File: config.mk
export PLATFORM = sky130hd
export DESIGN_NAME = motor_encoder_emu_flat
export DESIGN_NICKNAME = d
export VERILOG_FILES = /design/src/rtl/fb_pkg.sv /design/src/rtl/motor_encoder_emu_if.sv /design/src/rtl/pulse_shaper.sv /design/src/rtl/motor_encoder_emu.sv /design/src/flat_wrapper.sv
export SDC_FILE = /design/constraint.sdc
export NUM_CORES = 1
export LEC_CHECK = 0
export CORE_AREA = 2 2 79 138
export DETAILED_ROUTE_END_ITERATION = 10
export DIE_AREA = 0 0 81 140
export GPL_TIMING_DRIVEN = 0
export PLACE_DENSITY = 0.71
export SLEW_MARGIN = 10
export SYNTH_ARGS = -nofsm -noshare
export SYNTH_HDL_FRONTEND = slang
export SYNTH_SLANG_ARGS = --single-unit
File: constraint.sdc
create_clock -name clk -period 5.35 [get_ports clk]
set_input_delay 1.605 -clock clk [delete_from_list [all_inputs] [get_ports clk]]
set_output_delay 1.605 -clock clk [all_outputs]
set_load 0.005 [all_outputs]
File: src/rtl/fb_pkg.sv
// rtl/fb_pkg.sv - shared feedback-loop types, constants and saturating helpers
package fb_pkg;

  // Encoder pulse FSM encoding, shared with the step and speed controllers.
  typedef enum logic [1:0] {
    ST_IDLE = 2'd0,
    ST_HIGH = 2'd1,
    ST_LOW  = 2'd2
  } pulse_state_e;

  localparam logic [23:0] THRESH_DEFAULT = 24'd1048576;
  localparam logic [15:0] VMAX_DEFAULT   = 16'd4000;
  localparam logic [15:0] DEG_PER_TICK   = 16'd1;

  // Add in 17 bits, then clamp to lim, so the sum can never wrap.
  function automatic logic [15:0] sat_add(input logic [15:0] a, input logic [15:0] b,
                                          input logic [15:0] lim);
    logic [16:0] s;
    s = {1'b0, a} + {1'b0, b};
    return (s > {1'b0, lim}) ? lim : s[15:0];
  endfunction

  // Subtract in 17 bits; a borrow means the result would go negative, so floor at 0.
  function automatic logic [15:0] floor_sub(input logic [15:0] a, input logic [15:0] b);
    logic [16:0] d;
    d = {1'b0, a} - {1'b0, b};
    return d[16] ? 16'd0 : d[15:0];
  endfunction

endpackage

File: src/rtl/motor_encoder_emu_if.sv
// rtl/motor_encoder_emu_if.sv - controller-facing drive inputs and encoder/monitor outputs
interface motor_encoder_emu_if;
  logic        pwm;
  logic        motor_en;
  logic        encoder;
  logic [15:0] tick_count;
  logic [15:0] speed;
  logic        overrun;

  // Controller side: drives the motor, reads back the encoder and debug counters.
  modport master (
    output pwm,
    output motor_en,
    input  encoder,
    input  tick_count,
    input  speed,
    input  overrun
  );

  // Plant side: the emulator itself.
  modport slave (
    input  pwm,
    input  motor_en,
    output encoder,
    output tick_count,
    output speed,
    output overrun
  );
endinterface

File: src/rtl/pulse_shaper.sv
// rtl/pulse_shaper.sv - turns single-cycle ticks into fixed-width encoder pulses with a pending queue
module pulse_shaper
  import fb_pkg::*;
#(
  parameter logic [15:0] PULSE_W  = 16'd50,
  parameter logic [3:0]  PEND_MAX = 4'd15
) (
  input  logic clk,
  input  logic rst_n,
  input  logic tick,
  output logic encoder,
  output logic overrun
);

  pulse_state_e state_q, state_d;
  logic [15:0]  timer_q, timer_d;
  logic [3:0]   pending_q, pending_d;
  logic         encoder_q, encoder_d;
  logic         overrun_q, overrun_d;
  logic         enter_high;
  logic         want_pulse;

  // A fresh tick counts as work even before it reaches the queue, so an idle
  // shaper fires on the very next cycle.
  assign want_pulse = (pending_q != 4'd0) | tick;

  // Pulse FSM: HIGH and LOW each last exactly PULSE_W cycles (timer counts W-1..0).
  always_comb begin
    state_d    = state_q;
    timer_d    = timer_q;
    encoder_d  = encoder_q;
    enter_high = 1'b0;
    case (state_q)
      ST_IDLE: begin
        if (want_pulse) begin
          state_d    = ST_HIGH;
          timer_d    = PULSE_W - 16'd1;
          encoder_d  = 1'b1;
          enter_high = 1'b1;
        end
      end
      ST_HIGH: begin
        if (timer_q != 16'd0) begin
          timer_d = timer_q - 16'd1;
        end else begin
          state_d   = ST_LOW;
          timer_d   = PULSE_W - 16'd1;
          encoder_d = 1'b0;
        end
      end
      ST_LOW: begin
        if (timer_q != 16'd0) begin
          timer_d = timer_q - 16'd1;
        end else if (want_pulse) begin
          state_d    = ST_HIGH;
          timer_d    = PULSE_W - 16'd1;
          encoder_d  = 1'b1;
          enter_high = 1'b1;
        end else begin
          state_d = ST_IDLE;
        end
      end
      default: begin
        state_d   = ST_IDLE;
        timer_d   = 16'd0;
        encoder_d = 1'b0;
      end
    endcase
  end

  // Pending queue: a tick and a pulse start in the same cycle cancel out; a tick
  // that finds the queue full is lost and latches overrun.
  always_comb begin
    pending_d = pending_q;
    overrun_d = overrun_q;
    if (tick && !enter_high) begin
      if (pending_q == PEND_MAX) begin
        overrun_d = 1'b1;
      end else begin
        pending_d = pending_q + 4'd1;
      end
    end else if (!tick && enter_high) begin
      pending_d = pending_q - 4'd1;
    end
  end

  // State registers; async reset drops the encoder immediately, even mid-pulse.
  always_ff @(posedge clk or negedge rst_n) begin
    if (!rst_n) begin
      state_q   <= ST_IDLE;
      timer_q   <= 16'd0;
      pending_q <= 4'd0;
      encoder_q <= 1'b0;
      overrun_q <= 1'b0;
    end else begin
      state_q   <= state_d;
      timer_q   <= timer_d;
      pending_q <= pending_d;
      encoder_q <= encoder_d;
      overrun_q <= overrun_d;
    end
  end

  assign encoder = encoder_q;
  assign overrun = overrun_q;

endmodule

File: src/rtl/motor_encoder_emu.sv
// rtl/motor_encoder_emu.sv - first-order motor plant with one-pulse-per-degree encoder output
module motor_encoder_emu
  import fb_pkg::*;
#(
  parameter logic [15:0] ACCEL    = 16'd4,
  parameter logic [15:0] DECEL    = 16'd2,
  parameter logic [15:0] VMAX     = VMAX_DEFAULT,
  parameter logic [23:0] THRESH   = THRESH_DEFAULT,
  parameter logic [15:0] PULSE_W  = 16'd50,
  parameter logic [3:0]  PEND_MAX = 4'd15
) (
  input logic               clk,
  input logic               rst_n,
  motor_encoder_emu_if.slave bus
);

  logic [15:0] speed_q, speed_d;
  logic [23:0] acc_q, acc_d;
  logic [15:0] tick_count_q, tick_count_d;
  logic [24:0] sum;
  logic        tick;
  logic        drive;
  logic        encoder;
  logic        overrun;

  // pwm is taken raw: the controller owns any glitch filtering.
  assign drive = bus.motor_en & bus.pwm;

  // Velocity: ramp up while driven, coast down otherwise, clamped at both ends.
  always_comb begin
    speed_d = drive ? sat_add(speed_q, ACCEL, VMAX) : floor_sub(speed_q, DECEL);
  end

  // Position: integrate speed; each THRESH crossing is one degree. VMAX < THRESH
  // keeps it to at most one crossing per cycle. acc is kept while coasting.
  always_comb begin
    sum          = {1'b0, acc_q} + {9'd0, speed_q};
    tick         = (sum >= {1'b0, THRESH});
    acc_d        = tick ? (sum[23:0] - THRESH) : sum[23:0];
    tick_count_d = tick_count_q + {15'd0, tick};
  end

  // Plant state registers.
  always_ff @(posedge clk or negedge rst_n) begin
    if (!rst_n) begin
      speed_q      <= 16'd0;
      acc_q        <= 24'd0;
      tick_count_q <= 16'd0;
    end else begin
      speed_q      <= speed_d;
      acc_q        <= acc_d;
      tick_count_q <= tick_count_d;
    end
  end

  pulse_shaper #(
    .PULSE_W (PULSE_W),
    .PEND_MAX(PEND_MAX)
  ) u_pulse_shaper (
    .clk    (clk),
    .rst_n  (rst_n),
    .tick   (tick),
    .encoder(encoder),
    .overrun(overrun)
  );

  assign bus.encoder    = encoder;
  assign bus.overrun    = overrun;
  assign bus.speed      = speed_q;
  assign bus.tick_count = tick_count_q;

endmodule

File: src/flat_wrapper.sv
// flat-port wrapper written by rule: the top's interface ports become plain ports
module motor_encoder_emu_flat import fb_pkg::*;
#(
  parameter logic [15:0] ACCEL    = 16'd4,
  parameter logic [15:0] DECEL    = 16'd2,
  parameter logic [15:0] VMAX     = VMAX_DEFAULT,
  parameter logic [23:0] THRESH   = THRESH_DEFAULT,
  parameter logic [15:0] PULSE_W  = 16'd50,
  parameter logic [3:0]  PEND_MAX = 4'd15
)
  (clk, rst_n, bus_pwm, bus_motor_en, bus_encoder, bus_tick_count, bus_speed, bus_overrun);
  motor_encoder_emu_if bus_i ();
  input logic clk;
  input logic rst_n;
  input wire logic [$bits(bus_i.pwm)-1:0] bus_pwm;
  input wire logic [$bits(bus_i.motor_en)-1:0] bus_motor_en;
  output wire logic [$bits(bus_i.encoder)-1:0] bus_encoder;
  output wire logic [$bits(bus_i.tick_count)-1:0] bus_tick_count;
  output wire logic [$bits(bus_i.speed)-1:0] bus_speed;
  output wire logic [$bits(bus_i.overrun)-1:0] bus_overrun;
  assign bus_i.pwm = bus_pwm;
  assign bus_i.motor_en = bus_motor_en;
  assign bus_encoder = bus_i.encoder;
  assign bus_tick_count = bus_i.tick_count;
  assign bus_speed = bus_i.speed;
  assign bus_overrun = bus_i.overrun;
  motor_encoder_emu #(.ACCEL(ACCEL), .DECEL(DECEL), .VMAX(VMAX), .THRESH(THRESH), .PULSE_W(PULSE_W), .PEND_MAX(PEND_MAX)) u_core (.clk(clk), .rst_n(rst_n), .bus(bus_i));
endmodule
==> results by stage, run 1 <==
Pwr:
- The total leakage power is 2.66 nW.
- Summing internal, switching and leakage power gives around 4 mW.
- IR analysis of the VDD net gives a maximum drop of ~0.00027 V.
- Power spread over the standard cell area amounts to 624 nW/um^2.

Detailed routing:
- In this run the top signal layer used is met4.
- In the routed layout, each cell is associated on average with a via count of 6.09.
- The total number of vias is 4630.
- In the final routed layout, each cell accounts on average for 18.0 um.
- The number of design rule violations left after detail routing is 0.
- Wires add up to 13700 um.
- Wire segments on met2 add up to 7740 um in the final route.
- The count of TritonRoute iterations in the first routing pass is 5.
- After detailed routing, the wire length on met1 is 4900 um.
- The met3 routed wirelength is 463 um.
- For this block, the initial DRC count from the detailed router was 322.
- In this run the remaining antenna-violating nets after routing total 0.

Yosys:
- The total standard cell area after synthesis is 5020 sq um.
- The most used flip-flop cell after synthesis is sky130_fd_sc_hd__dfrtp_1.
- The number of nets in the synthesized netlist is 580.
- In this run, synthesis inferred 0 flip-flops with an integrated enable.
- The synthesized area divided by synthesized cell count is 9.18 sq um.
- After synthesis the netlist holds a flip-flop and latch count of 78.
- The number of standard cells after synthesis is 547.
- The number of warnings printed during yosys synthesis is 0.
- The share of flip-flops with an asynchronous set or reset is 100%.
- The sequential fraction of the synthesis area is between 30 and 40%.
- The distinct cell type count of the synthesized netlist is 77.

Cells and area:
- The count of nets after finishing is about 660.
- The antenna cell count is 0.
- The share of layout cells above drive strength 1 is about a fifth.
- The multi-input combinational cells in the finished layout cover a total of 3170 sq um.
- The design area is 6390 sq um.
- The layout filler cell count is slightly below 900.
- The sequential standard cell area is 1960 sq um.
- In the layout the commonest cells are sky130_fd_sc_hd__dfrtp_1 (70), sky130_fd_sc_hd__nand2_1 (46), sky130_fd_sc_hd__nor2_1 (43), sky130_fd_sc_hd__buf_4 (37), sky130_fd_sc_hd__clkdlybuf4s50_1 (35).
- The synthesis-to-finish area growth is 27.3%.
- The most common cell after layout, fill and taps aside is sky130_fd_sc_hd__dfrtp_1.

Placement:
- The standard cell area after detailed placement is approximately 5600 sq um.
- After legalization and detailed placement, the total HPWL measured between 9000 and 10000 um.
- The post-placement setup slack is -0.683 ns.
- The number of port buffers is 36.
- Routability-driven placement finished with a final weighted congestion of 0.903.

Die:
- In this run the core area contains 49 standard-cell rows.
- The top-level port count is 38.
- The floorplan step defined a die boundary enclosing 11300 sq um.
- The floorplan step defined a core boundary enclosing 10200 sq um.
- The width of the die is 81 um.
- Measured along the y axis, the die boundary spans 140 um.
- The starting utilization of the core area is about 49%.

CTS:
- The clock root buffer master is sky130_fd_sc_hd__clkbuf_16.
- The clock transition at the register clock pins on the worst setup and hold paths after CTS is 0.06 ns.
- Counting every sink on the clock net gives 78.
- The buffer depth of the longest clock path is 2.
- The CTS tree is built.
- Clock tree synthesis inserted a total of 9 buffers.
- Clock latency on the worst-skew pair, taken at its later pin, is approximately 0.34 ns.
- The clock tree synthesis step divided the H-tree into 3 levels.

GRT:
- For this run, the total global-route usage over all layers was measured as 24.5%.
- The overall overflow remaining after global route is 0.
- The largest net degree at the start of global routing is 42.
- The global-route wire length before repair is 21900 um.
- The initial antenna violation count is 0.
- The via count of the first global-routing pass is roughly 4700.

STA:
- In this run the tightest slew margin relative to its limit is 14.1%.
- The peak clock frequency supported by timing is 0.188 GHz.
- In the final timing run, aggregate negative setup slack is 0 ns.
- The shortest period the worst path allows is 5.33 ns.
- The final max-slew violation count is 0.
- The post-route clock period utilization is 99.6%.
- On the final layout, the worst hold slack is 0.481 ns.
- The transition time at the pin with the least slew margin is between 1 and 1.5 ns.
- The final worst setup slack is 0.0229 ns.
- Setup repair after global routing could not meet its margin everywhere.
- The count of final hold-check violations was 0.
- For the final database, setup skew stands at 0.0119 ns.
- Setup violations remaining at the end of the flow were counted as 0.

Critical path:
- The termination of the worst setup path is u_core.u_pulse_shaper.pending_q[2].
- The data arrival time at the worst-slack endpoint is between 5 and 6 ns.
- In this run the worst path has a maximum fanout of 4.
- The required time of the critical path is 5.62 ns.
- The launch point of the critical path is u_core.bus.speed[5].
- The worst setup path is launched from a register.
- The slack of the worst reg-to-reg path is around 0.023 ns.
- The endpoint of the most critical register-to-register path is u_core.u_pulse_shaper.pending_q[2].
- The launching point of the worst reg2reg path is u_core.bus.speed[5].
- The start-to-end type of the worst setup path is reg2reg.
- The worst setup path is captured at a register.
- The count of cells along the worst register-to-register path is 22.

Run:
- The number of maximum-capacitance violations is 0.

Status:
- The run finished with clean final reports.

Hold path:
- The tightest min-delay check is of the reg2reg type.
[per-layer routing]
layer,vias up,GRT usage [%]
met5,-,0
met4,0,13.4
met3,52,3.87
met2,146,46.5
met1,2254,24.1
li1,2178,-
[flip-flops by register name, indices dropped and copies added (netlist names)]
register,count
u_core.u_pulse_shaper.overrun,1
u_core.u_pulse_shaper.timer_q,16
u_core.u_pulse_shaper.pending_q,4
u_core.u_pulse_shaper.encoder,1
u_core.bus.tick_count,16
u_core.bus.speed,15
u_core.acc_q,23
u_core.u_pulse_shaper.state_q,2
[worst max-delay path, cell delays in order, from the launching register on]
cell,delay (ns)
sky130_fd_sc_hd__dfrtp_1,0.42
sky130_fd_sc_hd__ha_4,0.32
sky130_fd_sc_hd__buf_4,0.13
sky130_fd_sc_hd__nand3_2,0.09
sky130_fd_sc_hd__o211ai_1,0.19
sky130_fd_sc_hd__o2111ai_2,0.24
sky130_fd_sc_hd__a311oi_2,0.37
sky130_fd_sc_hd__xor2_1,0.29
sky130_fd_sc_hd__ha_2,0.22
sky130_fd_sc_hd__or2b_4,0.26
sky130_fd_sc_hd__a2111oi_4,0.23
sky130_fd_sc_hd__o221ai_2,0.16
sky130_fd_sc_hd__nor4_2,0.19
sky130_fd_sc_hd__or4b_4,0.52
sky130_fd_sc_hd__nor4_4,0.38
sky130_fd_sc_hd__nor2_4,0.09
sky130_fd_sc_hd__clkinv_8,0.08
sky130_fd_sc_hd__nand2_8,0.06
sky130_fd_sc_hd__fa_2,0.38
sky130_fd_sc_hd__xnor2_2,0.15
sky130_fd_sc_hd__and3_1,0.16
sky130_fd_sc_hd__mux2i_1,0.12
sky130_fd_sc_hd__o311a_1,0.18
[report_power, final]
part	switching (mW)	total, mW	internal [mW]
sequential	0.218	1.05	0.827
clock	0.255	0.565	0.311
combinational	1.28	2.38	1.09
[synthesized netlist by cell type, drive strengths merged (3+ instances only)]
library cell	n	area [sq um]
a32o	3	30.0
mux2i	3	30.0
a21oi	37	193
o21a	6	45.0
a31oi	12	81.3
nor2	47	184
xnor2	28	245
a22oi	5	37.5
o2111ai	3	26.3
nand3	26	130
inv	24	90.1
o211ai	7	52.6
nand4	10	62.6
and3	13	88.8
o21ai	21	105
or3	8	56.3
a21o	6	45.0
ha	28	350
xor2	17	149
nor4	8	71.3
and2	9	60.1
o22ai	7	43.8
nand2	48	180
clkbuf	13	53.8
a32oi	3	26.3
a211oi	10	75.1
nor3	14	70.1
nand2b	4	25.0
o211a	3	30.0
buf	6	41.3
and4	3	28.8
dfrtp	78	1950
[how the worst min path moves through the flow]
stage                                          start  slack (ns)                          endpoint  depth (start not counted)
floorplan           u_core.u_pulse_shaper.timer_q[7]        0.46  u_core.u_pulse_shaper.timer_q[7]                          1
detailed placement     u_core.u_pulse_shaper.overrun        0.48     u_core.u_pulse_shaper.overrun                          1
global route               u_core.bus.tick_count[15]        0.51         u_core.bus.tick_count[15]                          1
finish                 u_core.u_pulse_shaper.overrun        0.48     u_core.u_pulse_shaper.overrun                          1
global placement           u_core.bus.tick_count[15]        0.46         u_core.bus.tick_count[15]                          1
CTS                    u_core.u_pulse_shaper.overrun        0.49     u_core.u_pulse_shaper.overrun                          1
[kinds of logic after synthesis]
logic type                 count (synthesis)  share of synthesized area, %
and+or+nand+nor                          201                          20.8
AOI/OAI and AO/OA                        145                          20.1
DFF                                       78                          38.9
xor gates and xnor gates                  45                          7.85
buffers and inverters                     44                          4.01
adders and majority gates                 29                          7.37
muxes                                      4                         0.897
other                                      1                        0.0747
[what timing repair did]
action / in CTS / in global routing
hold buffers: 0 / 0
endpoints found under the setup margin: 16 / 10
resized for setup: 49 / 21
setup buffers: 16 / 18
pin swaps: 21 / 30
[stage by stage]
step           std cells  utilization, %
2_1_floorplan        547               -
3_3_place_gp         710            54.5
3_5_place_dp         711            54.6
4_1_cts              742            60.4
5_1_grt              760            62.8
6_report             760            62.8
[cell type report]
| type | instances | share of cell area, % |
|---|---|---|
| clock buffers | 9 | 3.52 |
| plain buffers | 19 | 1.62 |
| multi-input cells | 425 | 49.5 |
| well taps | 127 | 2.48 |
| clock inverters | 6 | 0.607 |
| flip-flops and latches | 78 | 30.7 |
| inverters | 25 | 1.66 |
| repair buffers | 71 | 9.90 |
No activity file was read; power rests on OpenSTA's default activity.
==> run 2, diff against run 1 <==
Settings changed: DONT_BUFFER_PORTS set to 1, PLACE_DENSITY 0.71 to 0.66.
==> run 2 against run 1 <==
Effect of this change: cell area shrank 7.4%; highest routed layer unchanged; setup slack gained 0.16 ns; global-route usage shrank 1.7 points; clock skew is 0.00066 ns higher; critical endpoint unchanged; largest power group unchanged; hold slack better by 0.019 ns; utilization fell by 4.6 points; first-iteration DRC count is 14% lower.
==> results by stage, run 2 (synthesized netlist as in run 1, its figures left out) <==
Status:
- Result of the run: complete, no violations (unchanged).

Critical path:
- The endpoint type of the worst setup path is a register (unchanged).
- The kind of start point of the critical path is a register (unchanged).
- The number of buffers and inverters on the critical path is 2 (unchanged).
- The stage delay of the slowest cell on the critical path is 0.51 ns (was 0.52 ns).
- The data arrival time at the worst-slack endpoint is 5.44 ns (was 5.60 ns).
- The required time of the critical path is 5.62 ns (about the same).
- The termination of the worst setup path is u_core.u_pulse_shaper.pending_q[2] (unchanged).
- The start-to-end type of the worst setup path is reg2reg (unchanged).
- The endpoint of the most critical register-to-register path is u_core.u_pulse_shaper.pending_q[2] (unchanged).
- Cell Chain, Critical Path: ha_4 > nand3_4 > o211ai_1 > buf_4 > o2111ai_4 > a311oi_2 > xor2_1 > ha_2 > or2b_4 > a2111oi_4 > o221ai_2 > nor4_2 > or4b_4 > nor4_4 > nor2_4 > clkinv_8 > nand2_4 > fa_2 > xnor2_2 > and3_1 > mux2i_1 > o311a_1 (was ha_4 > buf_4 > nand3_2 > o211ai_1 > o2111ai_2 > a311oi_2 > xor2_1 > ha_2 > or2b_4 > a2111oi_4 > o221ai_2 > nor4_2 > or4b_4 > nor4_4 > nor2_4 > clkinv_8 > nand2_8 > fa_2 > xnor2_2 > and3_1 > mux2i_1 > o311a_1).
- The launching point of the worst reg2reg path is u_core.bus.speed[4] (was u_core.bus.speed[5]).
- The slowest stage cell on the critical path is sky130_fd_sc_hd__or4b_4 (unchanged).
- The launch point of the critical path is u_core.bus.speed[4] (was u_core.bus.speed[5]).
- The cell class contributing the biggest share of worst-path delay is simple AND/OR/NAND/NOR gates (unchanged).
- The slack of the worst reg-to-reg path was 0.19 ns (was 0.02 ns).
- The count of cells along the worst register-to-register path was 22 (unchanged).
- The number of gates on the worst path with buffers counted is 22 (unchanged).
- The top fanout value on the critical path is 7 (was 4).

STA:
- The count of final hold-check violations is 0 (unchanged).
- The shortest period the worst path allows is 5.16 ns (was 5.33 ns).
- The final count of negative-setup-slack endpoints is 0 (unchanged).
- The post-route clock period utilization is 96.5% (was 99.6%).
- The transition time at the pin with the least slew margin is 1.06 ns (was 1.26 ns).
- The peak clock frequency supported by timing is 0.194 GHz (was 0.188 GHz).
- The final worst clock skew is 0.0126 ns (was 0.0119 ns).
- The final worst setup slack came to 0.187 ns (was 0.0229 ns).
- The final max-slew violation count is 0 (unchanged).
- The worst slew margin relative to its limit is 27.5% (was 14.1%).

CTS:
- The buffer depth of the longest clock path is 2 (unchanged).
- The clock transition at the register clock pins on the worst setup and hold paths after CTS is 0.07 ns (was 0.06 ns).
- The CTS tree was built (unchanged).
- The number of clock sinks is 78 (unchanged).
- The number of buffers added to fix hold violations after cts is 0 (unchanged).
- The maximum level of the CTS H-tree is 3 (unchanged).
- The clock root buffer master is sky130_fd_sc_hd__clkbuf_16 (unchanged).
- The latest clock arrival within the worst-skew pair is 0.35 ns (was 0.34 ns).
- The number of clock buffers inserted by TritonCTS is 9 (unchanged).

Die:
- The total number of placement rows is 49 (unchanged).
- The area of the placeable core is 10200 sq um (unchanged).
- The die footprint is 11300 sq um (unchanged).
- The die height was 140 um (unchanged).
- The width of the die is 81 um (unchanged).
- The starting utilization of the core area came to 49.3% (unchanged).
- The top-level port count is 38 (unchanged).

GRT:
- The overall overflow remaining after global route is 0 (unchanged).
- The global-route total usage across every layer is 22.9% (was 24.5%).
- The global-route wire length before repair is 20100 um (was 21900 um).
- The via count of the first global-routing pass was 4297 (was 4693).
- The largest net degree at the start of global routing is 79 (was 42).
- The initial antenna violation count is 0 (unchanged).

Pwr:
- The total leakage power came to 2.48 nW (was 2.66 nW).
- The total power came to 3.86 mW (was 3.99 mW).
- The power per cell area is 652 nW/um^2 (was 624 nW/um^2).
- The worst supply voltage drop on vdd is 0.000273 V (was 0.000269 V).

Cells and area:
- The most common cell after layout, fill and taps aside was sky130_fd_sc_hd__dfrtp_1 (unchanged).
- Highest-count cells in the layout ignoring fill and taps: sky130_fd_sc_hd__dfrtp_1 (70), sky130_fd_sc_hd__nand2_1 (46), sky130_fd_sc_hd__nor2_1 (44), sky130_fd_sc_hd__a21oi_1 (33), sky130_fd_sc_hd__buf_4 (29) (was sky130_fd_sc_hd__dfrtp_1 (70), sky130_fd_sc_hd__nand2_1 (46), sky130_fd_sc_hd__nor2_1 (43), sky130_fd_sc_hd__buf_4 (37), sky130_fd_sc_hd__clkdlybuf4s50_1 (35)).
- The design area is 5920 sq um (was 6390 sq um).
- The largest register by flop count is u_core.acc_q (unchanged).
- The share of layout cells above drive strength 1 came to 19.8% (was 21.3%).
- The antenna cell count is 0 (unchanged).
- The synthesis-to-finish area growth is 17.9% (was 27.3%).
- The final core utilization was 58.2% (was 62.8%).
- The layout filler cell count is 887 (was 868).
- The count of nets after finishing is 620 (was 662).
- The area used by multi-input combinational logic is 3120 sq um (was 3170 sq um).
- The flip-flop count of the largest register, all copies and words added is 23 (unchanged).
- The sequential standard cell area is 1960 sq um (unchanged).

Placement:
- The number of port buffers is 0 (was 36).
- The standard cell area after detailed placement is 5180 sq um (was 5560 sq um).
- The half-perimeter wire length after detailed placement is 8810 um (was 9190 um).
- The post-placement setup slack was -0.637 ns (was -0.683 ns).
- The routability congestion estimate from global placement is 0.868 (was 0.903).

Run:
- The number of maximum-capacitance violations came to 0 (unchanged).

Detailed routing:
- The violation count after the first detailed-route iteration is 276 (was 322).
- The average detailed-routed wire length per instance was 17.9 um (was 18.0 um).
- The total number of vias is 4342 (was 4630).
- The routed wire length is 12800 um (was 13700 um).
- The number of nets with antenna violations after detailed routing is 0 (unchanged).
- The number of design rule violations left after detail routing is 0 (unchanged).
- The count of TritonRoute iterations in the first routing pass is 4 (was 5).
- The average via count per standard cell is 6.05 (was 6.09).

Hold path:
- The kind of path behind the tightest hold check is reg2reg (unchanged).
-- run 2: worst min-delay path by stage --
stage	startpoint	end	slack (ns)	cells after the start
after floorplan	u_core.u_pulse_shaper.timer_q[7]	u_core.u_pulse_shaper.timer_q[7]	0.46	1
after global placement	u_core.u_pulse_shaper.timer_q[7]	u_core.u_pulse_shaper.timer_q[7]	0.48	1
after detailed placement	u_core.u_pulse_shaper.timer_q[7]	u_core.u_pulse_shaper.timer_q[7]	0.50	1
after CTS	u_core.u_pulse_shaper.timer_q[7]	u_core.u_pulse_shaper.timer_q[7]	0.51	1
after global routing	u_core.bus.tick_count[5]	u_core.bus.tick_count[5]	0.53	1
final	u_core.bus.tick_count[15]	u_core.bus.tick_count[15]	0.50	1
-- run 2: layer usage --
layer  part of all wire (%)  track usage (%)
met5                      0                0
met1                     37             22.7
met4                    4.7             13.0
met2                     56             43.4
met3                    2.3             2.96
-- run 2: layout make-up --
type | instances | area share (%)
Multi-Input combinational cell | 425 | 52.6
Sequential cell | 78 | 33.1
Clock buffer | 9 | 3.80
Timing Repair Buffer | 29 | 3.55
Tap cell | 127 | 2.68
Inverter | 25 | 1.80
Buffer | 19 | 1.75
Clock inverter | 6 | 0.655
-- run 2: report_power, final --
part | total (mW) | switching (mW) | internal (mW)
clock | 0.570 | 0.259 | 0.311
combinational | 2.21 | 1.20 | 1.01
sequential | 1.08 | 0.249 | 0.828
total | 3.86 | 1.71 | 2.15
-- run 2: timing repair --
item                                    4_1_cts  5_1_grt
buffers inserted                             23        6
gates resized for setup                      45       14
pin swaps                                    24       17
endpoints found under the setup margin       16       11
-- run 2: through the flow --
stage               cells  TNS (ns)  hold slack [ns]
floorplan             547         0            0.461
global placement      674     -5.52            0.478
detailed placement    674     -5.51            0.497
CTS                   712         0            0.506
global route          718   -0.0974            0.529
finish                718         0            0.500
-- run 2: worst register-to-register path: stages, from the launching register on --
cell and delay (ns):
sky130_fd_sc_hd__dfrtp_2 0.47, sky130_fd_sc_hd__ha_4 0.32, sky130_fd_sc_hd__nand3_4 0.08, sky130_fd_sc_hd__o211ai_1 0.19, sky130_fd_sc_hd__buf_4 0.17, sky130_fd_sc_hd__o2111ai_4 0.14
sky130_fd_sc_hd__a311oi_2 0.35, sky130_fd_sc_hd__xor2_1 0.29, sky130_fd_sc_hd__ha_2 0.22, sky130_fd_sc_hd__or2b_4 0.26, sky130_fd_sc_hd__a2111oi_4 0.22, sky130_fd_sc_hd__o221ai_2 0.15
sky130_fd_sc_hd__nor4_2 0.14, sky130_fd_sc_hd__or4b_4 0.52, sky130_fd_sc_hd__nor4_4 0.39, sky130_fd_sc_hd__nor2_4 0.09, sky130_fd_sc_hd__clkinv_8 0.08, sky130_fd_sc_hd__nand2_4 0.07
sky130_fd_sc_hd__fa_2 0.36, sky130_fd_sc_hd__xnor2_2 0.15, sky130_fd_sc_hd__and3_1 0.14, sky130_fd_sc_hd__mux2i_1 0.12, sky130_fd_sc_hd__o311a_1 0.18
==> run 3, diff against run 2 <==
Settings changed: GPL_TIMING_DRIVEN 0 to unset.
==> run 3 against run 2 <==
Effect of this change: sequential share of layout area down 1.0 points; setup slack worse by 0.13 ns; hold slack about the same; critical path depth unchanged; die area unchanged.
==> results by stage, run 3 (synthesized netlist as in run 1, its figures left out) <==
Detailed routing:
- The routed wire length is 13000 um (was 12800 um).
- The amount of wire on met2 after detailed routing came to 7460 um (was 7190 um).
- The average detailed-routed wire length per instance is 18.2 um (was 17.9 um).
- The average via count per standard cell came to 6.12 (was 6.05).
- The top layer reached by signal wires is met4 (unchanged).
- The number of nets with antenna violations after detailed routing is 0 (unchanged).
- The count of TritonRoute iterations in the first routing pass is 4 (unchanged).
- The total number of vias was 4368 (was 4342).
- The violation count after the first detailed-route iteration is 230 (was 276).
- The number of design rule violations left after detail routing was 0 (unchanged).
- The met3 routed wirelength came to 382 um (was 297 um).
- The detailed-routing wirelength on met1 is 4700 um (was 4730 um).

Pwr:
- The total leakage power is 2.56 nW (was 2.48 nW).
- The worst supply voltage drop on vdd is 0.000291 V (was 0.000273 V).
- The power per cell area is 669 nW/um^2 (was 652 nW/um^2).
- The part of the total power dissipated in combinational logic is 56.7% (was 57.3%).
- The fraction of power spent switching nets is 43.0% (was 44.2%).
- The net load switching power is 1.75 mW (was 1.71 mW).
- The total power is 4.07 mW (was 3.86 mW).
- The internal cell power is 2.32 mW (was 2.15 mW).
- The share of power burned in the clock network is 17.5% (was 14.8%).
- The sequential power share was 25.8% (was 27.9%).

Hold path:
- The depth of the worst hold-timing path is 1 (unchanged).
- The kind of path behind the tightest hold check was reg2reg (unchanged).

Status:
- Result of the run: complete, no violations (unchanged).

Cells and area:
- The count of nets after finishing is 615 (was 620).
- The largest register by flop count is u_core.acc_q (unchanged).
- The layout filler cell count is 878 (was 887).
- The design area came to 6080 sq um (was 5920 sq um).
- The share of layout cells above drive strength 1 was 21.5% (was 19.8%).
- The most common cell after layout, fill and taps aside is sky130_fd_sc_hd__dfrtp_1 (unchanged).
- Highest-count cells in the layout ignoring fill and taps: sky130_fd_sc_hd__dfrtp_1 (78), sky130_fd_sc_hd__nand2_1 (47), sky130_fd_sc_hd__nor2_1 (43), sky130_fd_sc_hd__buf_4 (43), sky130_fd_sc_hd__a21oi_1 (34) (was sky130_fd_sc_hd__dfrtp_1 (70), sky130_fd_sc_hd__nand2_1 (46), sky130_fd_sc_hd__nor2_1 (44), sky130_fd_sc_hd__a21oi_1 (33), sky130_fd_sc_hd__buf_4 (29)).
- The flip-flop count of the largest register, all copies and words added is 23 (unchanged).
- The final core utilization is 59.8% (was 58.2%).
- The synthesis-to-finish area growth came to 21.1% (was 17.9%).
- The antenna cell count was 0 (unchanged).

STA:
- The shortest period the worst path allows is 5.30 ns (was 5.16 ns).
- The final worst clock skew is 0.00425 ns (was 0.0126 ns).
- The count of final hold-check violations came to 0 (unchanged).
- The peak clock frequency supported by timing is 0.189 GHz (was 0.194 GHz).
- The transition time at the pin with the least slew margin is 1.04 ns (was 1.06 ns).
- The final count of negative-setup-slack endpoints is 0 (unchanged).
- The post-route clock period utilization is 99.0% (was 96.5%).
- The worst slew margin relative to its limit is 30.3% (was 27.5%).
- Setup repair after global routing could not meet its margin everywhere.
- The minimum hold slack is 0.500 ns (about the same).
- The final total negative setup slack was 0 ns (unchanged).
- The final max-slew violation count is 0 (unchanged).

Placement:
- The standard cell area after detailed placement is 5350 sq um (was 5180 sq um).
- The routability congestion estimate from global placement was 0.890 (was 0.868).
- The number of port buffers came to 0 (unchanged).
- The half-perimeter wire length after detailed placement was 9420 um (was 8810 um).

Critical path:
- The kind of start point of the critical path is a register (unchanged).
- The endpoint type of the worst setup path was a register (unchanged).
- The data arrival time at the worst-slack endpoint is 5.58 ns (was 5.44 ns).
- The count of cells along the worst register-to-register path came to 22 (unchanged).
- The start-to-end type of the worst setup path was reg2reg (unchanged).
- The required time of the critical path is 5.64 ns (was 5.62 ns).
- The top fanout value on the critical path was 7 (unchanged).

GRT:
- The global-route wire length before repair is 20300 um (was 20100 um).
- The overall overflow remaining after global route is 0 (unchanged).
- The initial antenna violation count is 0 (unchanged).
- The largest net degree at the start of global routing is 79 (unchanged).
- The via count of the first global-routing pass is 4291 (was 4297).
- The global-route total usage across every layer is 23.1% (was 22.9%).

Die:
- The die footprint was 11300 sq um (unchanged).
- The area of the placeable core was 10200 sq um (unchanged).
- The die height is 140 um (unchanged).
- The top-level port count is 38 (unchanged).
- The starting utilization of the core area is 49.3% (unchanged).
- The total number of placement rows was 49 (unchanged).
- The width of the die came to 81 um (unchanged).

CTS:
- The number of clock sinks was 78 (unchanged).
- The CTS tree is built (unchanged).
- The number of buffers added to fix hold violations after cts is 0 (unchanged).
- The buffer depth of the longest clock path is 2 (unchanged).
- The clock root buffer master is sky130_fd_sc_hd__clkbuf_16 (unchanged).
- The number of clock buffers inserted by TritonCTS came to 9 (unchanged).
- The latest clock arrival within the worst-skew pair is 0.35 ns (about the same).
- The maximum level of the CTS H-tree is 3 (unchanged).
- The clock transition at the register clock pins on the worst setup and hold paths after CTS is 0.06 ns (was 0.07 ns).

Run:
- The number of maximum-capacitance violations came to 0 (unchanged).
## run 3: power by group through the flow
stage	Combinational [mW]	Sequential, mW	Clock, mW
floorplan	1.42	0.994	0
global placement	1.93	1.01	0
detailed placement	1.98	1.02	0
CTS	2.01	1.01	0.726
global route	2.51	1.08	0.744
finish	2.31	1.05	0.712
## run 3: cell type report
class                           instances  area [sq um]  area share, %
Clock buffer                            9           225           3.70
Tap cell                              127           159           2.61
Timing Repair Buffer                   43           323           5.31
Inverter                               25           106           1.75
Clock inverter                          7           120           1.97
Sequential cell                        78          1950           32.1
Multi-Input combinational cell        425          3200           52.6
## run 3: worst max-delay path: stages (launching register included)
cell	delay, ns
sky130_fd_sc_hd__dfrtp_1	0.43
sky130_fd_sc_hd__ha_4	0.29
sky130_fd_sc_hd__and4_4	0.23
sky130_fd_sc_hd__and3_4	0.20
sky130_fd_sc_hd__a32o_2	0.18
sky130_fd_sc_hd__nor2_2	0.06
sky130_fd_sc_hd__nor4b_4	0.31
sky130_fd_sc_hd__xnor2_1	0.19
sky130_fd_sc_hd__ha_2	0.21
sky130_fd_sc_hd__or2b_4	0.26
sky130_fd_sc_hd__a2111oi_4	0.27
sky130_fd_sc_hd__o221ai_2	0.14
sky130_fd_sc_hd__nor4_2	0.27
sky130_fd_sc_hd__or4b_4	0.51
sky130_fd_sc_hd__nor4_4	0.37
sky130_fd_sc_hd__nor2_4	0.11
sky130_fd_sc_hd__clkinv_8	0.09
sky130_fd_sc_hd__nand2_8	0.07
sky130_fd_sc_hd__fa_2	0.42
sky130_fd_sc_hd__xnor2_2	0.15
sky130_fd_sc_hd__and3_1	0.16
sky130_fd_sc_hd__mux2i_1	0.13
sky130_fd_sc_hd__o311a_1	0.17
## run 3: timing repair
item,CTS,global route
buffers inserted,1,8
setup endpoints to repair,6,9
pin swaps,4,26
resized for setup,3,57
cloned,0,0
## run 3: worst paths after layout
check                                                 start                            endpoint  slack [ns]
max in group asynchronous                             rst_n           u_core.bus.tick_count[14]        4.26
max                                    u_core.bus.speed[13]  u_core.u_pulse_shaper.pending_q[2]        0.05
min in group asynchronous                             rst_n       u_core.u_pulse_shaper.overrun        0.95
max reg2reg                            u_core.bus.speed[13]  u_core.u_pulse_shaper.pending_q[2]        0.05
min reg2reg                u_core.u_pulse_shaper.timer_q[7]    u_core.u_pulse_shaper.timer_q[7]        0.50
min                        u_core.u_pulse_shaper.timer_q[7]    u_core.u_pulse_shaper.timer_q[7]        0.50
## run 3: per-layer routing
metal / up-vias / GRT usage (%)
li1: 2069 / -
met1: 2163 / 23.3
met2: 106 / 44.1
met3: 30 / 4.06
met4: 0 / 10.4
met5: - / 0
## run 3: stage by stage
| stage | std cells | setup slack, ns |
|---|---|---|
| after detailed placement | 689 | -0.132 |
| after CTS | 706 | 0.0135 |
| after floorplan | 547 | 0.0668 |
| after global placement | 689 | 0.0653 |
| final | 714 | 0.0537 |
| after global routing | 714 | -0.129 |
